$ cat src/rtl/uart_mem_controller.sv
// uart_mem_controller: UART command parser that reads, bursts and writes a
// DATA_W-wide register file and streams read words MSB-byte-first to uart_tx.
// Optional feature macro: UART_MEM_ACK_EN (0xAA after each write, 0xEE after
// each error). Without the macro the transmitter carries read data only.
module uart_mem_controller #(
  parameter int DATA_W      = 8,
  parameter int ADDR_W      = 8,
  parameter int DATA_LENGTH = 25,
  parameter int RD_LAT      = 1,
  parameter int RX_TIMEOUT  = 50000
) (
  input  logic              clk,
  input  logic              rst,
  input  logic              new_data_rx,
  input  logic [7:0]        data_rx,
  input  logic              busy,
  output logic              new_data_tx,
  output logic [7:0]        data_tx,
  output logic [ADDR_W-1:0] addr,
  input  logic [DATA_W-1:0] rd_data,
  output logic              wr_en,
  output logic [DATA_W-1:0] wr_data,
  output logic              drop,
  output logic [7:0]        debug,
  output logic              err
);

  localparam int NB    = DATA_W / 8;
  localparam int BC_W  = (NB > 1) ? $clog2(NB) : 1;
  localparam int CL_W  = $clog2(DATA_LENGTH + 1);
  localparam int CNT_W = (CL_W > 8) ? CL_W : 8;
  localparam int TO_W  = $clog2(RX_TIMEOUT + 1);
  localparam int LAT_W = 2;

  localparam logic [7:0] CMD_READ  = 8'h04;
  localparam logic [7:0] CMD_FULL  = 8'h05;
  localparam logic [7:0] CMD_WRITE = 8'h06;
  localparam logic [7:0] CMD_RANGE = 8'h07;
  localparam logic [7:0] CMD_DROP  = 8'h42;

  // Acknowledge bytes sit in the top byte so they leave through the normal shifter
  localparam logic [DATA_W-1:0] ACK_WR_WORD  = DATA_W'(8'hAA) << (DATA_W - 8);
  localparam logic [DATA_W-1:0] ACK_ERR_WORD = DATA_W'(8'hEE) << (DATA_W - 8);

  typedef enum logic [3:0] {
    S_IDLE, S_GET_ADDR, S_GET_COUNT, S_GET_WDATA, S_RD_ADDR,
    S_RD_WAIT, S_SEND_BYTE, S_GUARD, S_WRITE, S_ERR_ACK
  } state_t;

`ifdef UART_MEM_ACK_EN
  localparam state_t S_ERR_DST = S_ERR_ACK;
`else
  localparam state_t S_ERR_DST = S_IDLE;
`endif

  state_t              r_state, w_next;
  logic [7:0]          r_cmd;
  logic [ADDR_W-1:0]   r_addr;
  logic [CNT_W-1:0]    r_cnt;
  logic [LAT_W-1:0]    r_wait;
  logic [BC_W-1:0]     r_bcnt;
  logic [DATA_W-1:0]   r_shift;
  logic [DATA_W-1:0]   r_wdata;
  logic [TO_W-1:0]     r_to;
  logic                r_drop, r_err, r_ack;
  logic [7:0]          r_debug;

  logic w_arg, w_to_exp, w_last_byte;
  logic w_ld_cmd, w_ld_addr, w_set_one, w_ld_cnt, w_full, w_tgl, w_wbyte;
  logic w_cap, w_shift, w_next_word, w_last_word, w_err_ev, w_tx;
  logic w_ack_aa, w_ack_ee, w_ack_done;

  assign w_arg       = (r_state == S_GET_ADDR) || (r_state == S_GET_COUNT) ||
                       (r_state == S_GET_WDATA);
  assign w_to_exp    = w_arg && (r_to == TO_W'(RX_TIMEOUT - 1));
  assign w_last_byte = (r_bcnt == BC_W'(NB - 1));

  assign new_data_tx = w_tx;
  assign data_tx     = r_shift[DATA_W-1 -: 8];
  assign addr        = r_addr;
  assign wr_en       = (r_state == S_WRITE);
  assign wr_data     = r_wdata;
  assign drop        = r_drop;
  assign debug       = r_debug;
  assign err         = r_err;

  // State register; reset abandons whatever transfer is in flight
  always_ff @(posedge clk) begin
    if (!rst) r_state <= S_IDLE;
    else      r_state <= w_next;
  end

  // Next-state decode and one-cycle action strobes for the datapath
  always_comb begin
    w_next      = r_state;
    w_ld_cmd    = 1'b0;
    w_ld_addr   = 1'b0;
    w_set_one   = 1'b0;
    w_ld_cnt    = 1'b0;
    w_full      = 1'b0;
    w_tgl       = 1'b0;
    w_wbyte     = 1'b0;
    w_cap       = 1'b0;
    w_shift     = 1'b0;
    w_next_word = 1'b0;
    w_last_word = 1'b0;
    w_err_ev    = 1'b0;
    w_tx        = 1'b0;
    w_ack_aa    = 1'b0;
    w_ack_ee    = 1'b0;
    w_ack_done  = 1'b0;
    case (r_state)
      S_IDLE: begin
        if (new_data_rx) begin
          case (data_rx)
            CMD_READ, CMD_WRITE, CMD_RANGE: begin
              w_ld_cmd = 1'b1;
              w_next   = S_GET_ADDR;
            end
            CMD_FULL: begin
              w_full = 1'b1;
              w_next = S_RD_ADDR;
            end
            CMD_DROP: w_tgl = 1'b1;
            default: begin
              w_err_ev = 1'b1;
              w_next   = S_ERR_DST;
            end
          endcase
        end
      end
      S_GET_ADDR: begin
        if (new_data_rx) begin
          w_ld_addr = 1'b1;
          if (r_cmd == CMD_READ) begin
            w_set_one = 1'b1;
            w_next    = S_RD_ADDR;
          end else if (r_cmd == CMD_WRITE) begin
            w_next = S_GET_WDATA;
          end else begin
            w_next = S_GET_COUNT;
          end
        end else if (w_to_exp) begin
          w_err_ev = 1'b1;
          w_next   = S_ERR_DST;
        end
      end
      S_GET_COUNT: begin
        if (new_data_rx) begin
          w_ld_cnt = 1'b1;
          w_next   = (data_rx == 8'h00) ? S_IDLE : S_RD_ADDR;
        end else if (w_to_exp) begin
          w_err_ev = 1'b1;
          w_next   = S_ERR_DST;
        end
      end
      S_GET_WDATA: begin
        if (new_data_rx) begin
          w_wbyte = 1'b1;
          if (w_last_byte) w_next = S_WRITE;
        end else if (w_to_exp) begin
          w_err_ev = 1'b1;
          w_next   = S_ERR_DST;
        end
      end
      S_RD_ADDR: w_next = S_RD_WAIT;
      S_RD_WAIT: begin
        if (r_wait == LAT_W'(RD_LAT - 1)) begin
          w_cap  = 1'b1;
          w_next = S_SEND_BYTE;
        end
      end
      S_SEND_BYTE: begin
        if (!busy) begin
          w_tx   = 1'b1;
          w_next = S_GUARD;
        end
      end
      S_GUARD: begin
        if (r_ack) begin
          w_ack_done = 1'b1;
          w_next     = S_IDLE;
        end else if (!w_last_byte) begin
          w_shift = 1'b1;
          w_next  = S_SEND_BYTE;
        end else if (r_cnt != CNT_W'(1)) begin
          w_next_word = 1'b1;
          w_next      = S_RD_ADDR;
        end else begin
          w_last_word = 1'b1;
          w_next      = S_IDLE;
        end
      end
      S_WRITE: begin
`ifdef UART_MEM_ACK_EN
        w_ack_aa = 1'b1;
        w_next   = S_SEND_BYTE;
`else
        w_next   = S_IDLE;
`endif
      end
      S_ERR_ACK: begin
        w_ack_ee = 1'b1;
        w_next   = S_SEND_BYTE;
      end
      default: w_next = S_IDLE;
    endcase
  end

  // Datapath: argument capture, counters, word shifter and status flags
  always_ff @(posedge clk) begin
    if (!rst) begin
      r_cmd   <= '0;
      r_addr  <= '0;
      r_cnt   <= '0;
      r_wait  <= '0;
      r_bcnt  <= '0;
      r_shift <= '0;
      r_wdata <= '0;
      r_to    <= '0;
      r_drop  <= 1'b0;
      r_err   <= 1'b0;
      r_ack   <= 1'b0;
      r_debug <= '0;
    end else begin
      r_err <= w_err_ev;
      if (new_data_rx) r_debug <= data_rx;
      if (w_ld_cmd)    r_cmd   <= data_rx;
      if (w_tgl)       r_drop  <= ~r_drop;

      if (w_ld_addr)          r_addr <= data_rx[ADDR_W-1:0];
      else if (w_full || w_tgl) r_addr <= '0;
      else if (w_next_word)   r_addr <= r_addr + ADDR_W'(1);

      if (w_full)                          r_cnt <= CNT_W'(DATA_LENGTH);
      else if (w_set_one)                  r_cnt <= CNT_W'(1);
      else if (w_ld_cnt)                   r_cnt <= CNT_W'(data_rx);
      else if (w_next_word || w_last_word) r_cnt <= r_cnt - CNT_W'(1);

      // Idle time between argument bytes; cleared by every byte and outside argument states
      if (w_arg && !new_data_rx) r_to <= r_to + TO_W'(1);
      else                       r_to <= '0;

      if (r_state == S_RD_WAIT) r_wait <= r_wait + LAT_W'(1);
      else                      r_wait <= '0;

      if (w_ld_addr || w_cap || w_ack_aa || w_ack_ee) r_bcnt <= '0;
      else if (w_wbyte || w_shift)                    r_bcnt <= r_bcnt + BC_W'(1);

      if (w_wbyte) r_wdata <= DATA_W'({r_wdata, data_rx});

      // Shifter top byte is data_tx, so it holds after the last byte goes out
      if (w_cap)         r_shift <= rd_data;
      else if (w_shift)  r_shift <= r_shift << 8;
      else if (w_ack_aa) r_shift <= ACK_WR_WORD;
      else if (w_ack_ee) r_shift <= ACK_ERR_WORD;

      if (w_ack_aa || w_ack_ee) r_ack <= 1'b1;
      else if (w_ack_done)      r_ack <= 1'b0;
    end
  end

endmodule

$ cat config.mk
export PLATFORM = sky130hd
export DESIGN_NAME = uart_mem_controller
export DESIGN_NICKNAME = d
export VERILOG_FILES = /design/src/rtl/uart_mem_controller.sv
export SDC_FILE = /design/constraint.sdc
export NUM_CORES = 1
export LEC_CHECK = 0
export ABC_AREA = 1
export CAP_MARGIN = 15
export CORE_ASPECT_RATIO = 1.75
export CORE_MARGIN = 1.5
export CORE_UTILIZATION = 35
export CTS_BUF_LIST = sky130_fd_sc_hd__clkbuf_4 sky130_fd_sc_hd__clkbuf_8
export CTS_CLUSTER_SIZE = 10
export DETAILED_ROUTE_END_ITERATION = 8
export GPL_TIMING_DRIVEN = 0
export HOLD_SLACK_MARGIN = 0.02
export SLEW_MARGIN = 0
export SYNTH_ARGS = -nofsm -noshare
export SYNTH_HDL_FRONTEND = slang
export SYNTH_SLANG_ARGS = --single-unit
$ cat constraint.sdc
create_clock -name clk -period 1.8 [get_ports clk]
set_input_delay 0.27 -clock clk [delete_from_list [all_inputs] [get_ports clk]]
set_output_delay 0.27 -clock clk [all_outputs]
set_load 0.02 [all_outputs]
==> results by group <==
Synthesis
  – Post-Syn Area: 3740 µm²
  – Synthesized flop and latch total: 74
  – Register area share after synthesis: 39.7%
  – Mapped Cells: ~570
  – Synth cell types: 33
  – Top cell type's share of synthesized area: 39.7%
  – Leading area contributor after synthesis: dfxtp_1
  – Top cells by area, synth: dfxtp_1 40%, nand2_1 13%, nor2_1 11%
  – Post-synth net total: 593
  – Synth warn: 0
  – Syn avg cell area: 6.58 µm²

Floorplanning
  – Die Ht: around 140 µm
  – Die width: 81.1 µm
  – Std-Cell Rows: 49
  – Placeable Area: 10400 µm²
  – Starting density of the core: 36.1%
  – Die ar.: 11300 µm²
  – I/O pins: 56

Hold path
  – Hold Crit Start: new_data_rx
  – Hold path endpoint: debug[1]
  – Hold path depth: 3
  – HP Class: primary input to register

Route
  – Detailed router's first-iteration violation count: approximately 190
  – First-pass detailed-route iteration total: 4
  – Vias: 3795
  – DR vias/cell: just under 5
  – Remaining DRCs: 0
  – Routed len/inst: 14.1 µm
  – ANT nets after route: 0
  – Final wirelength: 10.8 mm

Timing
  – Maximum clock frequency: 578 MHz
  – Final count of hold timing violations: 0
  – Final Slew Violations: 0
  – Final setup margin: 70.5 ps
  – Final setup viols: 0
  – Unrepaired setup endpoints after global routing: false
  – Final period util: 96.1%
  – Period minus WS final: 1730 ps
  – Relative slew slack: 60.2%
  – Final setup skew: between 10 and 15 ps
  – Slew at the pin closest to its max-slew limit: 597 ps

Placement
  – Place WS: -401 ps
  – Placed cell count: 749
  – Detailed placer's ending HPWL: 8.43 mm
  – Gpl congestion: 0.895
  – IO buf count: 54

Cells and area
  – Layout area overhead: 26.5%
  – Share of layout cells above drive strength 1: 9.20%
  – Post-layout util: between 40% and 50%
  – Post-Layout Cell Count: 768
  – Nets@finish: 661
  – # diodes: 0

Setup path
  – Crit start category: register
  – R2R Path Start: r_state[3]
  – Reg2reg path depth: 9
  – Critical path class: register to primary output
  – CP Max Fanout: 6
  – CP required: 1530 ps
  – Arr. time, crit path: 1460 ps
  – R2R setup slack: between 150 and 200 ps
  – Crit end category: primary output
  – R2r endpoint: data_tx[1]

Pwr
  – PwrDens: 686 nW/µm²
  – Leakage: 2.00 nW
  – Peak VDD IR: 446 µV

Global routing
  – First-pass GRT wire length: 17.1 mm
  – Largest net degree at the start of global routing: 15
  – Number of global-route vias before repair: 3582
  – Antenna violations before repair: 0
  – All-Layer GR Usage: about a fifth
  – Remaining Overflow, GRT: 0

Clocking
  – TritonCTS clock tree: yes
  – Clock sinks: 74
  – H-tree levels: 3
  – Clk pin slew, worst setup/hold paths: 90 ps
  – Hold-fix buffers, CTS: 0
  – CTS root buffer: clkbuf_8
  – TritonCTS Buffers: 9
  – Worst-Skew Late Latency: 370 ps
  – CTS max path bufs: 2

Flow run
  – Max cap viols: 0

Outcome
  – Outcome: complete, no violations
what timing repair did:
item,CTS,global route
pin swaps,0,1
hold endpoints to repair,0,0
setup buffers,0,3
setup endpoints to repair,4,29
resized for setup,11,15
cell usage after synthesis, drive strengths merged:
library cell  instances
o21ai                34
nor3                  8
nor4                  1
a211oi                4
ha                    5
xor2                  8
o22ai                 1
inv                  73
dfxtp                74
a21boi                1
o21bai                1
nor2                113
a21oi                43
clkinv                1
a31oi                 1
o211ai                1
nand2               132
nand3                38
or2                   3
nand3b                3
clkbuf                5
and3                  2
nand4                10
buf                   6
area by class of cell:
cell class	instances	area, µm²
sequential	74	1490
clock inverter	6	72.6
clock buffer	10	138
fill	1096	5640
multi-input combinational	409	1960
timing repair buffer	57	571
tap	127	159
inverter	74	280
buffer	11	60.1
cells by family after synthesis:
logic type,synth area share (%)
adders and majority gates,1.67
xor gates and xnor gates,1.88
AOI/OAI and AO/OA,12.1
DFF,39.7
and+or+nand+nor,35.6
buffers and inverters,9.11
layer usage:
layer	track usage (%)	vias up	part of all wire, %
met1	19.8	1735	38
met5	0	-	0
met4	9.17	0	3.8
met3	3.61	27	3.4
li1	-	1946	-
met2	37.3	87	55
registers in the layout, indices dropped and copies added (netlist names):
register and flops:
data_tx 8, r_ack 1, addr 8, r_to 16, wr_data 8, r_bcnt 1, drop 1, debug 8
r_cmd 8, r_cnt 8, r_state 4, r_wait 2, err 1
how the worst max path moves through the flow:
stage          startpoint          end
6_report       r_state[0]        wr_en
5_1_grt        r_state[0]        wr_en
3_5_place_dp   data_rx[6]      addr[5]
2_1_floorplan     r_to[0]     r_to[12]
3_3_place_gp   data_rx[6]      addr[7]
4_1_cts        r_state[1]  new_data_tx
report_power, final:
group	switching [mW]	internal, mW
clock	0.686	0.695
sequential	0.00957	1.65
combinational	0.120	0.0823
cell usage in the layout (no fill, tap or decap), drive strengths merged:
cell / n
nand2: 132
nor2: 113
inv: 76
dfxtp: 74
clkdlybuf4s50: 50
a21oi: 43
nand3: 38
o21ai: 34
clkbuf: 15
nand4: 10
buf: 9
xor2: 8
nor3: 8
ha: 5
a211oi: 4
or2: 3
nand3b: 3
and3: 2
dlymetal6s2s: 2
clkdlybuf4s15: 2
clkinv: 2
o211ai: 1
o22ai: 1
a31oi: 1
a21boi: 1
nor4: 1
o21bai: 1
clkinvlp: 1
bufinv: 1
through the flow:
stage          setup TNS (ps)  hold WS (ps)  cell area (µm²)  power (mW)
5_1_grt                     0           279             4720        3.37
6_report                    0           280             4720        3.24
2_1_floorplan               0           391             3740        1.79
4_1_cts                     0           264             4660        3.28
3_3_place_gp            -6780           398             4440        1.90
3_5_place_dp            -7920           412             4440        1.90
critical path: stages (launching register included):
cell and delay, ps:
dfxtp_2 370, nor2_2 190, inv_1 60, nor3_1 190, clkdlybuf4s15_2 300
No activity file was read; power rests on OpenSTA's default activity.
